File: src/rtl/fpu_arbiter_if.sv
// Bundle of request, FPU and response signals shared by the FPU arbiter and its clients.
// The arbiter takes the slave view; the requesters and the FPU together form the master view.
interface fpu_arbiter_if;
  logic        req0_valid;
  logic        req0_ready;
  logic [31:0] req0_a;
  logic [31:0] req0_b;
  logic [1:0]  req0_sel;

  logic        req1_valid;
  logic        req1_ready;
  logic [31:0] req1_a;
  logic [31:0] req1_b;
  logic [1:0]  req1_sel;

  logic [31:0] fpu_a;
  logic [31:0] fpu_b;
  logic [1:0]  fpu_sel;
  logic [31:0] fpu_out;

  logic [31:0] rsp_data;
  logic        rsp0_valid;
  logic        rsp1_valid;
  logic        rsp0_ready;
  logic        rsp1_ready;
  logic        busy;

  modport slave (
    input  req0_valid, req0_a, req0_b, req0_sel,
    input  req1_valid, req1_a, req1_b, req1_sel,
    input  fpu_out, rsp0_ready, rsp1_ready,
    output req0_ready, req1_ready,
    output fpu_a, fpu_b, fpu_sel,
    output rsp_data, rsp0_valid, rsp1_valid, busy
  );

  modport master (
    output req0_valid, req0_a, req0_b, req0_sel,
    output req1_valid, req1_a, req1_b, req1_sel,
    output fpu_out, rsp0_ready, rsp1_ready,
    input  req0_ready, req1_ready,
    input  fpu_a, fpu_b, fpu_sel,
    input  rsp_data, rsp0_valid, rsp1_valid, busy
  );
endinterface

File: src/rtl/fpu_arbiter.sv
// Round-robin arbiter sharing one fixed-latency, non-pipelined FPU between two requesters.
// Operands are held for the whole operation; the result is returned over a valid/ready handshake.
module fpu_arbiter #(
  parameter int FPU_LAT = 5,  // 1..15, and 2**CNT_W must exceed it
  parameter int CNT_W   = 4
) (
  input logic          clk,
  input logic          rst,
  fpu_arbiter_if.slave bus
);

  typedef enum logic [1:0] {
    IDLE = 2'd0,
    EXEC = 2'd1,
    DONE = 2'd2
  } state_t;

  localparam logic [CNT_W-1:0] CNT_LOAD = CNT_W'(FPU_LAT - 1);

  state_t           state;
  state_t           state_nx;
  logic [CNT_W-1:0] cnt;
  logic             owner;
  logic             last_grant;
  logic             grant_port;
  logic             grant;
  logic             capture;

  // A lone requester always wins; on a tie the port that lost last time goes.
  always_comb begin
    grant_port = bus.req1_valid;
    if (bus.req0_valid && bus.req1_valid) grant_port = ~last_grant;
  end

  // NOTE: every signal driven here gets a default first, so no path can infer a latch.
  always_comb begin
    state_nx       = state;
    grant          = 1'b0;
    capture        = 1'b0;
    bus.req0_ready = 1'b0;
    bus.req1_ready = 1'b0;
    bus.rsp0_valid = 1'b0;
    bus.rsp1_valid = 1'b0;
    bus.busy       = 1'b0;
    unique case (state)
      IDLE: begin
        // Ready is masked during reset so nothing looks accepted while the block is held.
        if ((bus.req0_valid || bus.req1_valid) && !rst) begin
          grant          = 1'b1;
          bus.req0_ready = ~grant_port;
          bus.req1_ready = grant_port;
          state_nx       = EXEC;
        end
      end
      EXEC: begin
        bus.busy = 1'b1;
        if (cnt == '0) begin
          capture  = 1'b1;
          state_nx = DONE;
        end
      end
      DONE: begin
        bus.busy       = 1'b1;
        bus.rsp0_valid = ~owner;
        bus.rsp1_valid = owner;
        if (owner ? bus.rsp1_ready : bus.rsp0_ready) state_nx = IDLE;
      end
      default: state_nx = IDLE;
    endcase
  end

  // NOTE: clocked state uses non-blocking assignments so every register samples pre-edge values.
  always_ff @(posedge clk or posedge rst) begin
    if (rst) state <= IDLE;
    else     state <= state_nx;
  end

  always_ff @(posedge clk or posedge rst) begin
    if (rst) begin
      cnt          <= '0;
      owner        <= 1'b0;
      last_grant   <= 1'b1;
      bus.fpu_a    <= '0;
      bus.fpu_b    <= '0;
      bus.fpu_sel  <= '0;
      bus.rsp_data <= '0;
    end else begin
      if (grant) begin
        owner       <= grant_port;
        last_grant  <= grant_port;
        bus.fpu_a   <= grant_port ? bus.req1_a   : bus.req0_a;
        bus.fpu_b   <= grant_port ? bus.req1_b   : bus.req0_b;
        bus.fpu_sel <= grant_port ? bus.req1_sel : bus.req0_sel;
        cnt         <= CNT_LOAD;
      end else if (state == EXEC && cnt != '0) begin
        cnt <= cnt - CNT_W'(1);
      end
      // FPU inputs stay untouched outside a grant, so they are stable for FPU_LAT cycles here.
      if (capture) bus.rsp_data <= bus.fpu_out;
    end
  end

endmodule
File: src/flat_wrapper.sv
// flat-port wrapper written by rule: the top's interface ports become plain ports
module fpu_arbiter_flat 
#(
  parameter int FPU_LAT = 5,                                       
  parameter int CNT_W   = 4
)
  (clk, rst, bus_req0_valid, bus_req0_a, bus_req0_b, bus_req0_sel, bus_req1_valid, bus_req1_a, bus_req1_b, bus_req1_sel, bus_fpu_out, bus_rsp0_ready, bus_rsp1_ready, bus_req0_ready, bus_req1_ready, bus_fpu_a, bus_fpu_b, bus_fpu_sel, bus_rsp_data, bus_rsp0_valid, bus_rsp1_valid, bus_busy);
  fpu_arbiter_if bus_i ();
  input logic clk;
  input logic rst;
  input wire logic [$bits(bus_i.req0_valid)-1:0] bus_req0_valid;
  input wire logic [$bits(bus_i.req0_a)-1:0] bus_req0_a;
  input wire logic [$bits(bus_i.req0_b)-1:0] bus_req0_b;
  input wire logic [$bits(bus_i.req0_sel)-1:0] bus_req0_sel;
  input wire logic [$bits(bus_i.req1_valid)-1:0] bus_req1_valid;
  input wire logic [$bits(bus_i.req1_a)-1:0] bus_req1_a;
  input wire logic [$bits(bus_i.req1_b)-1:0] bus_req1_b;
  input wire logic [$bits(bus_i.req1_sel)-1:0] bus_req1_sel;
  input wire logic [$bits(bus_i.fpu_out)-1:0] bus_fpu_out;
  input wire logic [$bits(bus_i.rsp0_ready)-1:0] bus_rsp0_ready;
  input wire logic [$bits(bus_i.rsp1_ready)-1:0] bus_rsp1_ready;
  output wire logic [$bits(bus_i.req0_ready)-1:0] bus_req0_ready;
  output wire logic [$bits(bus_i.req1_ready)-1:0] bus_req1_ready;
  output wire logic [$bits(bus_i.fpu_a)-1:0] bus_fpu_a;
  output wire logic [$bits(bus_i.fpu_b)-1:0] bus_fpu_b;
  output wire logic [$bits(bus_i.fpu_sel)-1:0] bus_fpu_sel;
  output wire logic [$bits(bus_i.rsp_data)-1:0] bus_rsp_data;
  output wire logic [$bits(bus_i.rsp0_valid)-1:0] bus_rsp0_valid;
  output wire logic [$bits(bus_i.rsp1_valid)-1:0] bus_rsp1_valid;
  output wire logic [$bits(bus_i.busy)-1:0] bus_busy;
  assign bus_i.req0_valid = bus_req0_valid;
  assign bus_i.req0_a = bus_req0_a;
  assign bus_i.req0_b = bus_req0_b;
  assign bus_i.req0_sel = bus_req0_sel;
  assign bus_i.req1_valid = bus_req1_valid;
  assign bus_i.req1_a = bus_req1_a;
  assign bus_i.req1_b = bus_req1_b;
  assign bus_i.req1_sel = bus_req1_sel;
  assign bus_i.fpu_out = bus_fpu_out;
  assign bus_i.rsp0_ready = bus_rsp0_ready;
  assign bus_i.rsp1_ready = bus_rsp1_ready;
  assign bus_req0_ready = bus_i.req0_ready;
  assign bus_req1_ready = bus_i.req1_ready;
  assign bus_fpu_a = bus_i.fpu_a;
  assign bus_fpu_b = bus_i.fpu_b;
  assign bus_fpu_sel = bus_i.fpu_sel;
  assign bus_rsp_data = bus_i.rsp_data;
  assign bus_rsp0_valid = bus_i.rsp0_valid;
  assign bus_rsp1_valid = bus_i.rsp1_valid;
  assign bus_busy = bus_i.busy;
  fpu_arbiter #(.FPU_LAT(FPU_LAT), .CNT_W(CNT_W)) u_core (.clk(clk), .rst(rst), .bus(bus_i));
endmodule
File: config.mk
export PLATFORM = sky130hd
export DESIGN_NAME = fpu_arbiter_flat
export DESIGN_NICKNAME = d
export VERILOG_FILES = /design/src/rtl/fpu_arbiter_if.sv /design/src/rtl/fpu_arbiter.sv /design/src/flat_wrapper.sv
export SDC_FILE = /design/constraint.sdc
export NUM_CORES = 1
export LEC_CHECK = 0
export BUFFER_PORTS_ARGS = -buffer_cell sky130_fd_sc_hd__buf_4
export CAP_MARGIN = 40
export CORE_MARGIN = 3
export CORE_UTILIZATION = 30
export CTS_BUF_LIST = sky130_fd_sc_hd__clkbuf_8
export DETAILED_ROUTE_END_ITERATION = 10
export SYNTH_ARGS = -nofsm -noshare
export SYNTH_HDL_FRONTEND = slang
export SYNTH_SLANG_ARGS = --single-unit
File: constraint.sdc
create_clock -name clk -period 4.92 [get_ports clk]
set_clock_uncertainty 0.2 [all_clocks]
set_input_delay 0.246 -clock clk [delete_from_list [all_inputs] [get_ports clk]]
set_output_delay 0.246 -clock clk [all_outputs]
set_load 0.02 [all_outputs]
==> flow_metrics.tcl, run 1 <==
set metrics [dict create \
    numCtsBuffers 9 \
    initial_utilization_pct 31.3 \
    synth_nets 526 \
    avgSynthCellArea_um2 13.8 \
    place_inst 805 \
    dieWidth_um 133 \
    synth-main-ff-cell "dfrtp_1" \
    pin_count 273 \
    hpwlAfterDp_mm 11.2 \
    netlist_area_um2 4860 \
    ys_ff_latch 106 \
    htreeDepth 3 \
    cts.path.max_buffers 2 \
    synth_warnings 0 \
    cts_sinks 106 \
    cts-root-buf "clkbuf_8" \
    ys_async_sr_fraction_pct 100 \
    post_cts_resized 0 \
    postCtsSetupBuffers 0 \
    status "stopped before the end" \
    syn_inst 352 \
    stop_stage "clock tree synthesis" \
    synth_top_area_share_pct 54.0 \
    ctsHoldBuffers 165 \
    yosys.area.top_type "dfrtp_1" \
    die-height_um 133 \
    placementRows 45 \
    synthTopCellsByArea "dfrtp_1 (54%), a221o_1 (14%), a21boi_0 (10%), mux2_4 (9.0%), buf_6 (1.6%)" \
    error "[ERROR RSZ-0060] Max buffer count reached." \
    place_area_um2 6980 \
    synth-seq-area-share_pct 54.6 \
    place.gp.congestion 0.805 \
    synth.distinct_cells 38 \
    portBuffers 272 \
    synth_edf_count 0 \
]
cells in the mapped netlist (all sizes together) (3+ instances only):
| cell type | n |
|---|---|
| dfrtp | 105 |
| a221o | 67 |
| a21boi | 66 |
| mux2 | 32 |
| buf | 23 |
| clkbuf | 12 |
| a21oi | 6 |
| inv | 6 |
| nor2 | 5 |
| ha | 4 |
| and3 | 3 |
kinds of logic after synthesis:
family	synth area share [%]
compound gates	26.2
fa+ha+maj	1.03
buf+inv	5.64
flops	54.6
mux	9.86
simple gates	2.73
metrics by stage:
step	utilization [%]	hold slack, ns	setup slack, ns
global placement	44.7	0.184	1.86
detailed placement	44.9	0.184	1.77
floorplan	-	0.191	1.69
==> run 2, diff against run 1 <==
CORE_UTILIZATION = 20   (was 30)
CTS_BUF_LIST = unset   (was sky130_fd_sc_hd__clkbuf_8)
PLACE_DENSITY_LB_ADDON = 0.15   (was unset)
==> run 2 against run 1 <==
Against the previous run: the run now ends clean; synthesized area unchanged; synthesized cell count unchanged.
==> flow_metrics.tcl, run 2 <==
set metrics [dict create \
    layout_common_cells "buf_4 (276), dlygate4sd3_1 (165), dfrtp_1 (105)" \
    worst_ep_arrival_time_ns 3.31 \
    drive_gt1_share_pct 43.1 \
    numCtsBuffers 9 \
    htreeDepth 3 \
    die-height_um 162 \
    drv_slew 0 \
    fin_tns_setup_ns 0 \
    portBuffers 272 \
    wl_per_cell_um 16.5 \
    fin_ws_ns 1.69 \
    synth_warnings 0 \
    syn_inst 352 \
    postCtsSetupBuffers 0 \
    cp_max_fo 39 \
    relSlewSlack_pct 38.4 \
    via_per_inst 4.34 \
    top_regs "u_core.bus.fpu_a (32), u_core.bus.fpu_b (32), u_core.bus.rsp_data (32)" \
    grt_pass1_vias 5378 \
    yosys.area.top_type "dfrtp_1" \
    leakage_nw 4.33 \
    area_delta_synth_final_pct 87.7 \
    synth-seq-area-share_pct 54.6 \
    rsz0062_at_grt "no" \
    pwr-share-clk_pct 13.9 \
    ant_nets 0 \
    dieWidth_um 162 \
    cts.path.max_buffers 2 \
    power.switching_mw 1.89 \
    setup_viol 0 \
    hold_violations 0 \
    cts_tree "yes" \
    required_ns 5.00 \
    grt_usage_pct 13.7 \
    powerDensity_nw_per_um2 561 \
    min_period_ns 3.23 \
    layout.cells.most_common "buf_4" \
    clock_latency_ns 0.34 \
    place_ws_ns 2.19 \
    synth_top_area_share_pct 54.0 \
    initial_utilization_pct 20.5 \
    critPathLaunchType "flip-flop" \
    grt_overflow 0 \
    crit_type "flip-flop to flip-flop" \
    final_nets 947 \
    netlist_area_um2 4860 \
    power_frac_comb_pct 56.0 \
    cts_sinks 106 \
    min_path_cells 3 \
    yosys-top-cells-count "dfrtp_1 (105), a221o_1 (67), a21boi_0 (66)" \
    diodes 0 \
    synth.distinct_cells 38 \
    cts-root-buf "clkbuf_16" \
    core_um2 23700 \
    p_seq_share_pct 30.2 \
    rr_worst_depth 7 \
    placementRows 56 \
    power.share.switching_pct 36.9 \
    cap_violations 0 \
    post_cts_resized 0 \
    synth_edf_count 0 \
    cpPeakStageDelay_ns 0.79 \
    period_share_pct 65.7 \
    route.vias.total 4762 \
    status "finished, final reports clean" \
    dr.pass1.iters 4 \
    grt_pass1_wl_mm 28.8 \
    die_area_um2 26200 \
    slowest_stage "and3_2" \
    synthTopCellsByArea "dfrtp_1 (54%), a221o_1 (14%), a21boi_0 (10%), mux2_4 (9.0%), buf_6 (1.6%)" \
    post-route-drc-count 0 \
    p_int_mw 3.23 \
    synth-main-ff-cell "dfrtp_1" \
    grt_start_max_net_pins 69 \
    drt_wl_total_mm 18.1 \
    ys_ff_latch 106 \
    cp_cell_sequence "inv_1 -> ha_1 -> nor2b_4 -> and3_2 -> buf_4 -> a221o_1 -> dlygate4sd3_1" \
    first_iter_violations 220 \
    grt_antenna_before_repair 0 \
    hpwlAfterDp_mm 12.3 \
    synth.most_common_cell "dfrtp_1" \
    worstMarginPinSlew_ns 0.924 \
    place.gp.congestion 0.742 \
    crit_path_end_kind "flip-flop" \
    avgSynthCellArea_um2 13.8 \
    cts.clk_slew.worst_paths_ns 0.07 \
    min_path_type "primary input to flip-flop" \
    clock.fmax_ghz 0.309 \
    vdd_ir_drop_max_v 0.000224 \
    pin_count 273 \
    synth_nets 526 \
    ys_async_sr_fraction_pct 100 \
    rrSetupSlack_ns 1.69 \
]
==> run 2: layer usage <==
| metal | wire [µm] | vias to the layer above | global-route usage (%) |
|---|---|---|---|
| li1 | - | 2218 | - |
| met1 | 7850 | 2333 | 17.0 |
| met2 | 8790 | 191 | 23.7 |
| met3 | 1200 | 20 | 3.49 |
| met4 | 260 | 0 | 3.49 |
| met5 | 0 | - | 0 |
==> run 2: worst paths after layout <==
kind,endpoint,startpoint
min,u_core.cnt[2]$_DFFE_PP0P_,bus_req0_valid
max in group asynchronous,u_core.bus.fpu_b[31]$_DFFE_PP0P_,rst
max,u_core.bus.fpu_b[20]$_DFFE_PP0P_,u_core.state[0]$_DFFE_PP0P_
max reg2reg,u_core.bus.fpu_b[20]$_DFFE_PP0P_,u_core.state[0]$_DFFE_PP0P_
min reg2reg,u_core.bus.rsp_data[21]$_DFFE_PP0P_,u_core.bus.rsp_data[21]$_DFFE_PP0P_
min in group asynchronous,u_core.bus.fpu_b[19]$_DFFE_PP0P_,rst
==> run 2: cell families (layout without fill, tap and decap cells) <==
kind of cell / Yosys count / in the layout / synth area share, %
buf+inv: 41 / 467 / 5.64
flops: 106 / 106 / 54.6
simple gates: 19 / 19 / 2.73
fa+ha+maj: 4 / 4 / 1.03
mux: 33 / 33 / 9.86
compound gates: 149 / 149 / 26.2
==> run 2: repair_timing <==
action                                 4_1_cts  5_1_grt
endpoints found under the hold margin      161        0
hold buffers                               165        0
setup endpoints to repair                    0        0
==> run 2: through the flow <==
stage | hold WS (ns) | utilization [%] | area, µm² | power [mW] | std cells
global route | 0.0917 | 38.5 | 9130 | 5.45 | 1097
CTS | 0.0419 | 38.5 | 9130 | 5.17 | 1097
floorplan | 0.191 | - | 4860 | 2.95 | 352
finish | 0.0608 | 38.5 | 9130 | 5.12 | 1097
global placement | 0.276 | 29.9 | 7090 | 3.91 | 912
detailed placement | 0.000450 | 30.4 | 7190 | 3.95 | 916
==> run 2: critical path: cells and delay by family, from the launching register on <==
| kind | cells | cell delay (ns) |
|---|---|---|
| buf+inv | 3 | 1.12 |
| compound gates | 1 | 0.21 |
| simple gates | 2 | 0.97 |
| flops | 1 | 0.39 |
| fa+ha+maj | 1 | 0.25 |
==> run 2: power by group through the flow <==
| stage | registers [mW] | clock network [mW] | logic (mW) |
|---|---|---|---|
| after global routing | 1.60 | 0.779 | 3.08 |
| after detailed placement | 1.55 | 0 | 2.40 |
| after global placement | 1.56 | 0 | 2.35 |
| after floorplan | 1.98 | 0 | 0.976 |
| after CTS | 1.55 | 0.744 | 2.88 |
| final | 1.54 | 0.710 | 2.87 |
==> run 2: final cells by class <==
class                           count  area [µm²]
Clock buffer                        9         225
Timing Repair Buffer              445        3830
Inverter                            6        25.0
Tap cell                          319         399
Multi-Input combinational cell    205        1940
Clock inverter                      7        61.3
Sequential cell                   106        2650
Fill cell                        2332       14600
Power figures use the tool's default switching activity.
==> run 3, diff against run 2 <==
clock period = 2.78 ns   (was 4.92 ns; I/O delays follow)
==> run 3 against run 2 <==
Against the previous run: largest power group unchanged; wire length increased by 3.9%; register-to-register slack worse by 1.4 ns; utilization up 0.11 points; global-route usage is 0.57 points higher; largest cell class unchanged; die area unchanged; sequential share of layout area decreased by 0.083 points; setup slack got worse by 1.4 ns.
==> flow_metrics.tcl, run 3 (synthesis results as in run 2) <==
set metrics [dict create \
    hpwlAfterDp_mm 12.3 \
    pin_count 273 \
    drv_slew 0 \
    worst_ep_arrival_time_ns 2.51 \
    vdd_ir_drop_max_v 0.000368 \
    clock_latency_ns 0.35 \
    powerDensity_nw_per_um2 922 \
    period_share_pct 88.5 \
    layout.cells.most_common "buf_4" \
    layout_common_cells "buf_4 (282), dlygate4sd3_1 (167), dfrtp_1 (105)" \
    cp_max_fo 23 \
    first_iter_violations 231 \
    diodes 0 \
    cap_violations 0 \
    post-route-cell-area_um2 9150 \
    route.vias.total 4872 \
    required_ns 2.82 \
    top_regs "u_core.bus.fpu_a (32), u_core.bus.fpu_b (32), u_core.bus.rsp_data (32)" \
    place_inst 919 \
    die-height_um 162 \
    leakage_nw 4.29 \
    min_period_ns 2.46 \
    cts_sinks 106 \
    grt_pass1_wl_mm 30.0 \
    grt_pass1_vias 5558 \
    crit_type "flip-flop to flip-flop" \
    min_path_type "primary input to flip-flop" \
    dieWidth_um 162 \
    rsz0062_at_grt "no" \
    hold_violations 0 \
    fin_tns_setup_ns 0 \
    cts.path.max_buffers 2 \
    grt_overflow 0 \
    instances_no_fill 1104 \
    post_cts_resized 0 \
    area_delta_synth_final_pct 88.3 \
    grt_start_max_net_pins 47 \
    cts-root-buf "clkbuf_16" \
    drive_gt1_share_pct 43.3 \
    worstMarginPinSlew_ns 0.611 \
    portBuffers 272 \
    htreeDepth 3 \
    placementRows 56 \
    numCtsBuffers 9 \
    core_um2 23700 \
    wl_per_cell_um 17.0 \
    crit_path_end_kind "flip-flop" \
    ant_nets 0 \
    grt_antenna_before_repair 0 \
    final_nets 954 \
    cts.clk_slew.worst_paths_ns 0.08 \
    place.gp.congestion 0.768 \
    via_per_inst 4.41 \
    cts_tree "yes" \
    initial_utilization_pct 20.5 \
    die_area_um2 26200 \
    relSlewSlack_pct 59.3 \
    dr.pass1.iters 5 \
    fillCellCount 2274 \
    drt_wl_total_mm 18.8 \
    status "finished, final reports clean" \
    critPathLaunchType "flip-flop" \
    grt_usage_pct 14.2 \
    post-route-drc-count 0 \
    clock.fmax_ghz 0.406 \
    place_area_um2 7180 \
    setup_viol 0 \
]
## run 3: changes by cell type in the layout (fill, tap and decap cells not counted)
| cell | change |
|---|---|
| buf_12 | +2 |
| buf_16 | -3 |
| buf_4 | +6 |
| clkinv_2 | -1 |
| clkinv_4 | +1 |
| clkinvlp_4 | +2 |
| dlygate4sd3_1 | +2 |
| inv_4 | -1 |
| inv_6 | -1 |
## run 3: cell type report
cell class	count	area [µm²]	area share [%]
multi-input combinational	205	1940	21.2
sequential	106	2650	29.0
clock inverter	7	63.8	0.697
timing repair buffer	452	3850	42.0
inverter	6	26.3	0.287
tap	319	399	4.36
clock buffer	9	225	2.46
## run 3: what timing repair did
action | CTS | global route
hold buffers | 167 | 0
hold endpoints to repair | 116 | 0
endpoints found under the setup margin | 0 | 1
setup buffers | 0 | 2
## run 3: layer usage
metal  part of all wire, %  vias to the layer above  global-route usage [%]
met4                   1.7                        0                    4.19
met2                    50                      225                    25.5
li1                      -                     2235                       -
met1                    41                     2388                    16.5
met5                     0                        -                       0
met3                   7.7                       24                    4.03
## run 3: final timing paths
path	start	end	slack [ns]	cells after the start
worst max-delay path	u_core.cnt[0]$_DFFE_PP0P_	u_core.bus.rsp_data[30]$_DFFE_PP0P_	0.32	6
min in group asynchronous	rst	u_core.bus.fpu_b[25]$_DFFE_PP0P_	0.18	3
worst max register to register	u_core.cnt[0]$_DFFE_PP0P_	u_core.bus.rsp_data[30]$_DFFE_PP0P_	0.32	6
max in group asynchronous	rst	u_core.bus.fpu_a[10]$_DFFE_PP0P_	1.26	4
worst min register to register	u_core.bus.rsp_data[27]$_DFFE_PP0P_	u_core.bus.rsp_data[27]$_DFFE_PP0P_	0.32	1
worst min-delay path	bus_req1_valid	u_core.cnt[0]$_DFFE_PP0P_	0.03	4
## run 3: worst max-delay path: stages, from the launching register on
cell and delay (ns):
dfrtp_1 0.37, inv_1 0.09, ha_1 0.19, or3b_1 0.55, nor2_8 0.32, buf_12 0.25, mux2_2 0.36
## run 3: per-stage QoR
stage / total power, mW / hold WS (ns) / setup WS, ns / utilization [%]
6_report: 8.44 / 0.0296 / 0.319 / 38.7
5_1_grt: 8.97 / 0.0592 / 0.232 / 38.7
4_1_cts: 8.53 / 0.00709 / 0.0543 / 38.6
3_5_place_dp: 7.00 / 0.00134 / 0.322 / 30.3
3_3_place_gp: 6.97 / -0.00262 / 0.390 / 30.3
2_1_floorplan: 5.22 / 0.0842 / 0.758 / -
## run 3: power by group
part	internal [mW]	total, mW	switching (mW)
clock	0.627	1.27	0.648
combinational	2.25	4.44	2.18
sequential	2.29	2.73	0.444
==> run 4, diff against run 3 <==
==> constraint.sdc (replaced) <==
create_clock -name clk -period 2.78 [get_ports clk]
set_clock_uncertainty 0.2 [all_clocks]
set_input_delay 0.417 -clock clk [delete_from_list [all_inputs] [get_ports clk]]
set_output_delay 0.417 -clock clk [all_outputs]
set_load 0.02 [all_outputs]
==> run 4 against run 3 <==
Against the previous run: global-route usage fell by 1.9 points; wire length is 11% lower; register-to-register slack better by 0.08 ns; total power down 0.61%; clock power grew 17%; design area fell by 18%; maximum frequency shrank 1.7%; sequential share of layout area rose by 6.2 points; die area unchanged; utilization is 6.8 points lower; setup slack worse by 0.042 ns; critical endpoint is now bus_req1_ready; largest power group unchanged; highest routed layer unchanged.
==> flow_metrics.tcl, run 4 (synthesis results as in run 2) <==
set metrics [dict create \
    rr_worst_depth 6 \
    top_regs "u_core.bus.fpu_a (32), u_core.bus.fpu_b (32), u_core.bus.rsp_data (32)" \
    grt_start_max_net_pins 69 \
    totalPowerFinal_mw 8.39 \
    leakage_nw 3.61 \
    worstHoldStart "bus_req0_b[1]" \
    cts-root-buf "clkbuf_16" \
    pwr-share-clk_pct 17.7 \
    postCtsSetupBuffers 0 \
    grt_pass1_vias 4312 \
    place.gp.congestion 0.762 \
    core_um2 23700 \
    gr-usage-met2_pct 19.9 \
    area_delta_synth_final_pct 55.1 \
    drv_slew 0 \
    fillCellCount 2459 \
    crit_path_end_kind "output pin" \
    die-height_um 162 \
    min_path_cells 2 \
    relSlewSlack_pct 62.1 \
    hpwlAfterDp_mm 12.0 \
    met3_usage_pct 4.31 \
    status "finished, final reports clean" \
    worst_ep_arrival_time_ns 1.89 \
    cap_violations 0 \
    numCtsBuffers 9 \
    multi_input_area_um2 1940 \
    pin_count 273 \
    hold_ws_ns 0.0827 \
    via_per_inst 4.45 \
    die_area_um2 26200 \
    rsz0062_at_grt "no" \
    clock.fmax_ghz 0.400 \
    drive_gt1_share_pct 54.8 \
    required_ns 2.16 \
    power_frac_comb_pct 50.2 \
    power.switching_mw 3.20 \
    layout_common_cells "buf_4 (279), dfrtp_1 (105), a221o_1 (67)" \
    setup_viol 0 \
    final_nets 786 \
    busiest_layer "met2" \
    post-route-drc-count 0 \
    hold_violations 0 \
    p_int_mw 5.19 \
    first_iter_violations 166 \
    power.share.switching_pct 38.2 \
    dr.pass1.iters 6 \
    ant_nets 0 \
    cts.path.max_buffers 2 \
    htreeDepth 3 \
    grt_util_met1_pct 15.9 \
    cts.clk_slew.worst_paths_ns 0.09 \
    vdd_ir_drop_max_v 0.000335 \
    crit_type "flip-flop to output pin" \
    grt_pass1_wl_mm 25.6 \
    diodes 0 \
    critPathLaunchType "flip-flop" \
    layout.cells.most_common "buf_4" \
    p_seq_share_pct 32.1 \
    route.vias.total 4164 \
    fin_tns_setup_ns 0 \
    wl_per_cell_um 17.9 \
    drt_wl_total_mm 16.7 \
    placementRows 56 \
    grt_antenna_before_repair 0 \
    cp_max_fo 10 \
    initial_utilization_pct 20.5 \
    cts_tree "yes" \
    min_path_type "primary input to flip-flop" \
    hold_end "u_core.bus.fpu_b[1]$_DFFE_PP0P_" \
    grt_overflow 0 \
    min_period_ns 2.50 \
    grt_usage_pct 12.3 \
    cts_sinks 106 \
    dieWidth_um 162 \
    powerDensity_nw_per_um2 1110 \
    rrSetupSlack_ns 0.40 \
    reg2reg_from "u_core.cnt[0]$_DFFE_PP0P_" \
    rr_endpoint "u_core.bus.rsp_data[30]$_DFFE_PP0P_" \
    period_share_pct 90.0 \
    portBuffers 272 \
    worstMarginPinSlew_ns 0.569 \
    fin_util_pct 31.8 \
    crit_start "u_core.state[1]$_DFFE_PP0P_" \
    seqCellArea_um2 2650 \
    clock_latency_ns 0.35 \
]
==> run 4: cell count changes in the layout (fill, tap and decap cells not counted) <==
cell,previous run,this run
clkinv_4,3,1
bufinv_16,0,2
buf_16,0,1
clkinvlp_4,3,2
dlygate4sd3_1,167,1
inv_6,0,1
buf_4,282,279
==> run 4: layout make-up <==
| type | instances | area share (%) |
|---|---|---|
| clock inverter | 7 | 1.43 |
| clock buffer | 9 | 2.99 |
| inverter | 6 | 0.348 |
| sequential | 106 | 35.2 |
| tap | 319 | 5.29 |
| multi-input combinational | 205 | 25.7 |
| timing repair buffer | 284 | 29.1 |
==> run 4: critical path, stage by stage (launching register included) <==
cell     delay (ns)
dfrtp_1        0.39
inv_1          0.10
ha_1           0.26
nor2b_4        0.21
and3_2         0.37
buf_4          0.20
==> run 4: timing repair <==
action | 4_1_cts | 5_1_grt
endpoints found under the hold margin | 12 | 0
hold buffers | 1 | 0
gates resized for setup | 0 | 0
==> run 4: worst max-delay path by stage <==
stage                                                     end
after floorplan           u_core.bus.rsp_data[10]$_DFFE_PP0P_
after global placement    u_core.bus.rsp_data[30]$_DFFE_PP0P_
after detailed placement  u_core.bus.rsp_data[29]$_DFFE_PP0P_
after CTS                                      bus_req1_ready
after global routing                           bus_req1_ready
final                                          bus_req1_ready
==> run 4: per-stage QoR <==
stage / instances / worst slack, ns / area (µm²)
6_report: 936 / 0.277 / 7540
5_1_grt: 936 / 0.0877 / 7540
4_1_cts: 936 / 0.210 / 7540
3_5_place_dp: 919 / 0.383 / 7200
3_3_place_gp: 918 / 0.459 / 7170
2_1_floorplan: 352 / 0.758 / 4870
==> run 4: layer usage <==
metal	routed length, µm	vias up
li1	-	1895
met4	147	0
met5	0	-
met3	1530	10
met2	7770	202
met1	7290	2057
==> run 4: power groups by stage <==
stage                     clock, mW  combinational [mW]  sequential, mW
after floorplan                   0                1.73            3.50
after global placement            0                4.23            2.72
after detailed placement          0                4.26            2.71
after CTS                      1.56                4.28            2.70
after global routing           1.61                4.51            2.80
final                          1.48                4.21            2.69
